--- src/rtl/arbitro_pkg.sv ---
// arbitro_pkg: shared state encodings and sizing helpers for the round-robin distributor.
package arbitro_pkg;

    typedef enum logic {ST_IDLE = 1'b0, ST_XFER = 1'b1} state_t;

    localparam int MAX_CH = 16;

    function automatic int clog2_ch(input int n);
        int w;
        w = 1;
        for (int i = 1; i < 6; i++)
            if ((1 << i) < n) w = i + 1;
        return w;
    endfunction

endpackage

--- src/rtl/arbitro_rr_sel.sv ---
// arbitro_rr_sel: combinational rotate-priority search from ptr over channels not almost-full.
module arbitro_rr_sel #(
    parameter int NUM_CH  = 4,
    parameter int SKIP_EN = 1,
    parameter int PTR_W   = 2
) (
    input  logic [PTR_W-1:0]  ptr,
    input  logic [NUM_CH-1:0] almost_full,
    output logic [PTR_W-1:0]  sel,
    output logic              ok
);

    logic [PTR_W-1:0] idx;

    always_comb begin
        idx = '0;
        sel = ptr;
        ok  = !almost_full[ptr];
        if (SKIP_EN != 0) begin
            ok = 1'b0;
            // descending scan so the channel closest to ptr is the last one written
            for (int k = NUM_CH - 1; k >= 0; k--) begin
                idx = PTR_W'((int'(ptr) + k) % NUM_CH);
                if (!almost_full[idx]) begin
                    sel = idx;
                    ok  = 1'b1;
                end
            end
        end
    end

endmodule

--- src/rtl/arbitro_rr_n.sv ---
// arbitro_rr_n: round-robin distributor from one upstream FIFO to NUM_CH downstream FIFOs.
// Define ARB_COUNT_EN to add saturating per-channel push counters on push_count.
module arbitro_rr_n
    import arbitro_pkg::*;
#(
    parameter int NUM_CH  = 4,
    parameter int DATA_W  = 6,
    parameter int SKIP_EN = 1
`ifdef ARB_COUNT_EN
    ,
    parameter int CNT_W   = 8
`endif
) (
    input  logic                    clk,
    input  logic                    reset,
    input  logic                    empty,
    input  logic [DATA_W-1:0]       data_in,
    input  logic [NUM_CH-1:0]       almost_full,
    output logic                    pop,
    output logic [NUM_CH-1:0]       push,
    output logic [DATA_W-1:0]       data_out
`ifdef ARB_COUNT_EN
    ,
    output logic [NUM_CH*CNT_W-1:0] push_count
`endif
);

    localparam int PTR_W = clog2_ch(NUM_CH);

    logic [PTR_W-1:0] ptr;
    logic [PTR_W-1:0] sel;
    logic [PTR_W-1:0] sel_q;
    logic             ok;
    logic             pend;
    state_t           st;

    arbitro_rr_sel #(
        .NUM_CH (NUM_CH),
        .SKIP_EN(SKIP_EN),
        .PTR_W  (PTR_W)
    ) u_sel (
        .ptr        (ptr),
        .almost_full(almost_full),
        .sel        (sel),
        .ok         (ok)
    );

    assign pend     = st == ST_XFER;
    assign pop      = !reset && !empty && ok;
    // the word popped last cycle is on data_in now, so push and data go out together
    assign push     = (pend && !reset) ? NUM_CH'(1) << sel_q : '0;
    assign data_out = (pend && !reset) ? data_in : '0;

    always_ff @(posedge clk) begin
        if (reset) begin
            st    <= ST_IDLE;
            ptr   <= '0;
            sel_q <= '0;
        end else begin
            st <= pop ? ST_XFER : ST_IDLE;
            if (pop) begin
                sel_q <= sel;
                ptr   <= (int'(sel) == NUM_CH - 1) ? '0 : sel + 1'b1;
            end
        end
    end

`ifdef ARB_COUNT_EN
    for (genvar c = 0; c < NUM_CH; c++) begin : g_cnt
        logic [CNT_W-1:0] cnt;
        always_ff @(posedge clk) begin
            if (reset) cnt <= '0;
            else if (push[c] && !(&cnt)) cnt <= cnt + 1'b1;
        end
        assign push_count[c*CNT_W +: CNT_W] = cnt;
    end
`endif

endmodule
--- config.mk ---
export PLATFORM = sky130hd
export DESIGN_NAME = arbitro_rr_n
export DESIGN_NICKNAME = d
export VERILOG_FILES = /design/src/rtl/arbitro_pkg.sv /design/src/rtl/arbitro_rr_sel.sv /design/src/rtl/arbitro_rr_n.sv
export SDC_FILE = /design/constraint.sdc
export NUM_CORES = 1
export LEC_CHECK = 0
export ABC_CLOCK_PERIOD_IN_PS = 1700
export BUFFER_PORTS_ARGS = -buffer_cell sky130_fd_sc_hd__buf_2
export CAP_MARGIN = 20
export CORE_AREA = 2 2 39 41
export CTS_CLUSTER_SIZE = 14
export DETAILED_ROUTE_END_ITERATION = 10
export DIE_AREA = 0 0 41 43
export PLACE_DENSITY = 0.67
export SLEW_MARGIN = 20
export SYNTH_ARGS = -nofsm -noshare
export SYNTH_HDL_FRONTEND = slang
export SYNTH_HIERARCHICAL = 1
export SYNTH_SLANG_ARGS = --single-unit
--- constraint.sdc ---
create_clock -name clk -period 1.7 [get_ports clk]
set_clock_uncertainty 0.05 [all_clocks]
set_input_delay 0.34 -clock clk [delete_from_list [all_inputs] [get_ports clk]]
set_output_delay 0.34 -clock clk [all_outputs]
set_load 0.005 [all_outputs]
Yosys cells after proc, flatten, opt, wreduce, memory -nomap -nowiden
Cells that the tools add are included.
Word-level totals
  flip-flop bits (word level): 5
  latch bits: 0
  memory bits (writable): 0
  bits in read-only memories: 0
  memories kept: 0
Operators by class
  add/subtract/negate cells: 4
  $mul: 0
  div/mod/pow operators: 0
  order comparisons: 4
  eq/ne operators: 1
  shift operators: 1
  muxes and demuxes: 20
  bitwise gates (word level): 0
  reductions and logical operators: 5
Operator list (number)
  2-bit by 3-bit less-than comparator with 1-bit output (second input constant): 4
  2-bit 2-to-1 mux: 5
  1-bit 2-to-1 mux: 9
  1-bit binary-select mux with 2-bit select: 4
  6-bit 2-to-1 mux: 1
  2-bit by 1-bit adder with 2-bit output (second input constant): 2
  2-bit adder (second input constant): 2
  4-bit 2-to-1 mux: 1
  1-bit by 2-bit left shift with 4-bit output (first input constant): 1
  1-bit logical AND: 3
  2-bit by 1-bit equality test with 1-bit output (second input constant): 1
  1-bit logical NOT: 2

Depth between registers and ports, before layout
  depth in word-level cells: 9
  depth in mapped cells: 7
  depth with buffers taken out: 7

By module
The synthesis kept the hierarchy.
Modules (own cells, without submodules)
  arbitro_rr_n: instances 1, cells an instance 31, area each 295.3 µm², seq. area each 100.1 µm²
  arbitro_rr_sel: instances 1, cells an instance 14, area each 91.3 µm², seq. area each 0.0 µm²

Least setup slack after synthesis
OpenSTA, ideal clock, no wires.
  path kind: input port to flip-flop
  start: input almost_full[0]
  end: register ptr[1]
  arrival time: 1236 ps
  required time: 1536 ps
  path slack: 300 ps
  cell stages on the path: 6
  buffers on the path: 0
  cell sequence: or2_1 -> a21oi_2 -> a211oi_2 -> ha_1 -> mux2i_1 -> nor2_1
Between the ends
  word-level cells in the longest chain between the ends: 8
  elaborated cells on any way between the ends: 20
RTL lines
  start: declaration: line arbitro_rr_n.sv:18  | input logic [NUM_CH-1:0] almost_full,
  1-bit binary-select mux with 2-bit select: line arbitro_rr_sel.sv:24  | if (!almost_full[idx]) begin
  1-bit 2-to-1 mux (not written as such): line arbitro_rr_sel.sv:24
  2-bit 2-to-1 mux (3 in series): line arbitro_rr_sel.sv:24
  2-bit 2-to-1 mux (*): line arbitro_rr_sel.sv:24
  net sel[0]: line arbitro_rr_n.sv:31  | logic [PTR_W-1:0] sel;
  2-bit by 1-bit adder with 2-bit output or 2-bit by 1-bit equality test with 1-bit output (tied branches): line arbitro_rr_n.sv:63  | ptr <= (int'(sel) == NUM_CH - 1) ? '0 : sel + 1'b1;
  2-bit 2-to-1 mux (*): line arbitro_rr_n.sv:63
  end signal: assignment: line arbitro_rr_n.sv:63
  end: declaration: line arbitro_rr_n.sv:30  | logic [PTR_W-1:0] ptr;
Mark *: on every way through the listed nets, which the timed path passes. The rest lies on a longest branch. The select of a mux whose other input is x is not followed.
A chain may end at the register's enable or synchronous reset.

Worst setup path in the final report
  start: register ptr[0]
  end: register ptr[1]
Between the ends
  word-level cells in the longest chain between the ends: 9
  elaborated cells on any way between the ends: 23
RTL lines
  2-bit adder: line arbitro_rr_sel.sv:23  | idx = PTR_W'((int'(ptr) + k) % NUM_CH);
  1-bit binary-select mux with 2-bit select: line arbitro_rr_sel.sv:24
  1-bit 2-to-1 mux (not written as such): line arbitro_rr_sel.sv:24
  2-bit 2-to-1 mux (3 in series): line arbitro_rr_sel.sv:24
  2-bit 2-to-1 mux (*): line arbitro_rr_sel.sv:24
  net sel[0]: line arbitro_rr_n.sv:31
  2-bit by 1-bit adder with 2-bit output or 2-bit by 1-bit equality test with 1-bit output (tied branches): line arbitro_rr_n.sv:63
  2-bit 2-to-1 mux (*): line arbitro_rr_n.sv:63
Marked as above.

==> results_dict.tcl <==
set metrics [dict create \
    setup.worst_path.end_class "register" \
    port_buffers 23 \
    core_mm2 0.001384 \
    drt_iter0_drc 1 \
    cts_tree "built" \
    path_cells "or2_1 -> a21oi_2 -> a211oi_2 -> ha_1 -> mux2i_1 -> nor2_1" \
    final_common_cell "buf_2" \
    tightest_slew_ps 259.6 \
    clk_pin_slew_ps 40 \
    wl_per_cell_um 9.261 \
    totalWireLength_um 815 \
    hold_class "in2reg" \
    fillers 143 \
    pwr-share-clk 0.352 \
    syn_area_um2 386.6 \
    worstPathMaxFanout 5 \
    grt_pass1_vias 376 \
    syn_area_per_cell_um2 8.592 \
    multiInputGateArea_um2 271.5 \
    start_kind "register" \
    ant_nets 0 \
    ys_warn_count 6 \
    tns_ps 0 \
    clk_path_buf_depth 2 \
    slew_headroom 0.8266 \
    p_int_mw 0.2733 \
    yosysSeqAreaShare 0.2589 \
    status "completed" \
    finalHoldViolCount 0 \
    worstReg2RegStart "ptr[0]$_SDFFE_PP0P_" \
    fin_util 0.3933 \
    rr_worst_depth 6 \
    seq_area_um2 100.1 \
    synth_seq_cells 5 \
    grt_pass1_wl_mm 1.359 \
    switching_share 0.2914 \
    yosys.area.top_type "dfxtp_1" \
    post_cts_buffers 0 \
    antenna_cells 0 \
    cts_root_buf "clkbuf_4" \
    critPathMaxStageDelay_ps 380 \
    crit_end "ptr[1]$_SDFFE_PP0P_" \
    ys_types 24 \
    p_leak_nw 0.2968 \
    cts_buffers 3 \
    fmax_ghz 0.6588 \
    post-place-ws_ps 79.90 \
    synth.area.top_cells "dfxtp_1 26%, mux2i_1 10%, and2_1 9.7%" \
    vias_per_cell 4.534 \
    period_minus_slack_ps 1518 \
    final_cell_mix "23 x buf_2, 7 x nor2_1, 6 x and2_1, 5 x dfxtp_1, 4 x mux2i_1" \
    clock_latency_ps 240 \
    worstPathRequired_ps 1780 \
    dr.pass1.iters 2 \
    vias 399 \
    grt_max_degree 11 \
    areaGrowthSynthToFinish_pct 40.78 \
    track_usage 0.1117 \
    ir_drop_mv 0.4818 \
    synth_fp_nets 59 \
    p_switching_mw 0.1124 \
    drc 0 \
    ctsResizeCount 0 \
    critPathLaunch "ptr[0]$_SDFFE_PP0P_" \
    start_util 0.2794 \
    critical_path_class "reg2reg" \
    r2r_slack_ps 180 \
    layout_setup_ws_ps 182.1 \
    fp.dieW_um 41 \
    drive_gt1_frac 0.4444 \
    pwr-share-seq 0.382 \
    grt-ovfl-total 0 \
    postCtsHoldBufs 0 \
    gp_congestion 0.7001 \
    h-tree-depth 1 \
    fin_nets 87 \
    combinationalPowerShare 0.266 \
    finalCritPeriodShare 0.8929 \
    rsz0062_at_grt "false" \
    slew_viol_final 0 \
    finalSetupViolations 0 \
    dieArea_mm2 0.001763 \
    slowest_stage "dfxtp_1" \
    netlist_instances 45 \
    timing.rr.end "ptr[1]$_SDFFE_PP0P_" \
    die_height_um 43 \
    post-dp-hpwl_um 651.2 \
    max_cap_viol_count 0 \
    antenna_found_initial 0 \
    cts_sinks 5 \
    ioPinCount 24 \
    critPathArrivalTime_ps 1600 \
    synth_top_area_frac 0.2589 \
    num_rows 14 \
    pwr_density_cell_mw_per_mm2 708.7 \
]
==> worst max-delay path: cells and delay by family (launching register included) <==
family / cells / cell delay, ps
AND/OR/NAND/NOR: 2 / 220
AO/OA/AOI/OAI: 2 / 350
flip-flops: 1 / 380
multiplexers: 1 / 130
adder cells (fa/ha/maj): 1 / 280
==> routing by layer <==
metal  track usage  wire, um  up-vias
met5             0         0        -
met4       0.02000         0        0
met3       0.06283        55        0
met2        0.1844       399       10
met1        0.1197       360      177
li1              -         -      212
==> state kept, by name, indices dropped and copies added (netlist names) <==
signal / cells
sel_q: 2
ptr: 2
pend: 1
==> synthesized netlist by cell type, drive strengths merged <==
cell and instances:
and3 1, dfxtp 5, nor3b 2, o21ai 1, ha 1, nand2 2, a31oi 1, nand4 1
nor2b 4, a211oi 1, inv 1, a311oi 1, or2 1, a21oi 2, and3b 1, and2 6
or2b 1, buf 1, nor2 7, mux2i 4, o22ai 1
==> kinds of logic (layout without fill, tap and decap cells) <==
kind of cell / count (synthesis) / in the layout / synth area share
mux: 4 / 4 / 0.1036
simple gates: 26 / 26 / 0.4305
fa+ha+maj: 1 / 1 / 0.03236
flops: 5 / 5 / 0.2589
compound gates: 7 / 7 / 0.1359
buf+inv: 2 / 29 / 0.03882
==> how the worst min path moves through the flow <==
stage                                from                    end  slack, ps  cells past startpoint
floorplan                           reset        pend$_SDFF_PP0_        360                      1
global route                        reset    ptr[1]$_SDFFE_PP0P_        340                      2
CTS                                 reset        pend$_SDFF_PP0_        320                      2
detailed placement  sel_q[0]$_SDFFE_PP0P_  sel_q[0]$_SDFFE_PP0P_        510                      2
global placement      ptr[0]$_SDFFE_PP0P_    ptr[0]$_SDFFE_PP0P_        500                      2
finish                              reset        pend$_SDFF_PP0_        330                      2
==> metrics by stage <==
stage	instance area (um^2)	hold WS (ps)	instances	power, mW
2_1_floorplan	386.6	361.6	45	0.2140
3_3_place_gp	518.0	499.7	84	0.2488
3_5_place_dp	518.0	512.2	84	0.2519
4_1_cts	544.3	320.6	88	0.3936
5_1_grt	544.3	336.6	88	0.4168
6_report	544.3	328.5	88	0.3857
==> power by group through the flow <==
| stage | Sequential (mW) | Combinational [mW] | Clock, mW |
|---|---|---|---|
| 2_1_floorplan | 0.145 | 0.0687 | 0 |
| 3_3_place_gp | 0.149 | 0.0999 | 0 |
| 3_5_place_dp | 0.149 | 0.103 | 0 |
| 4_1_cts | 0.147 | 0.103 | 0.143 |
| 5_1_grt | 0.150 | 0.117 | 0.150 |
| 6_report | 0.147 | 0.103 | 0.136 |
==> final cells by class <==
class	instances	area share
inverter	1	0.006897
sequential	5	0.1839
timing repair buffer	24	0.2253
multi-input combinational	38	0.4988
clock buffer	4	0.04828
tap	16	0.03678
Note: power is estimated with default switching activity, not from simulation.
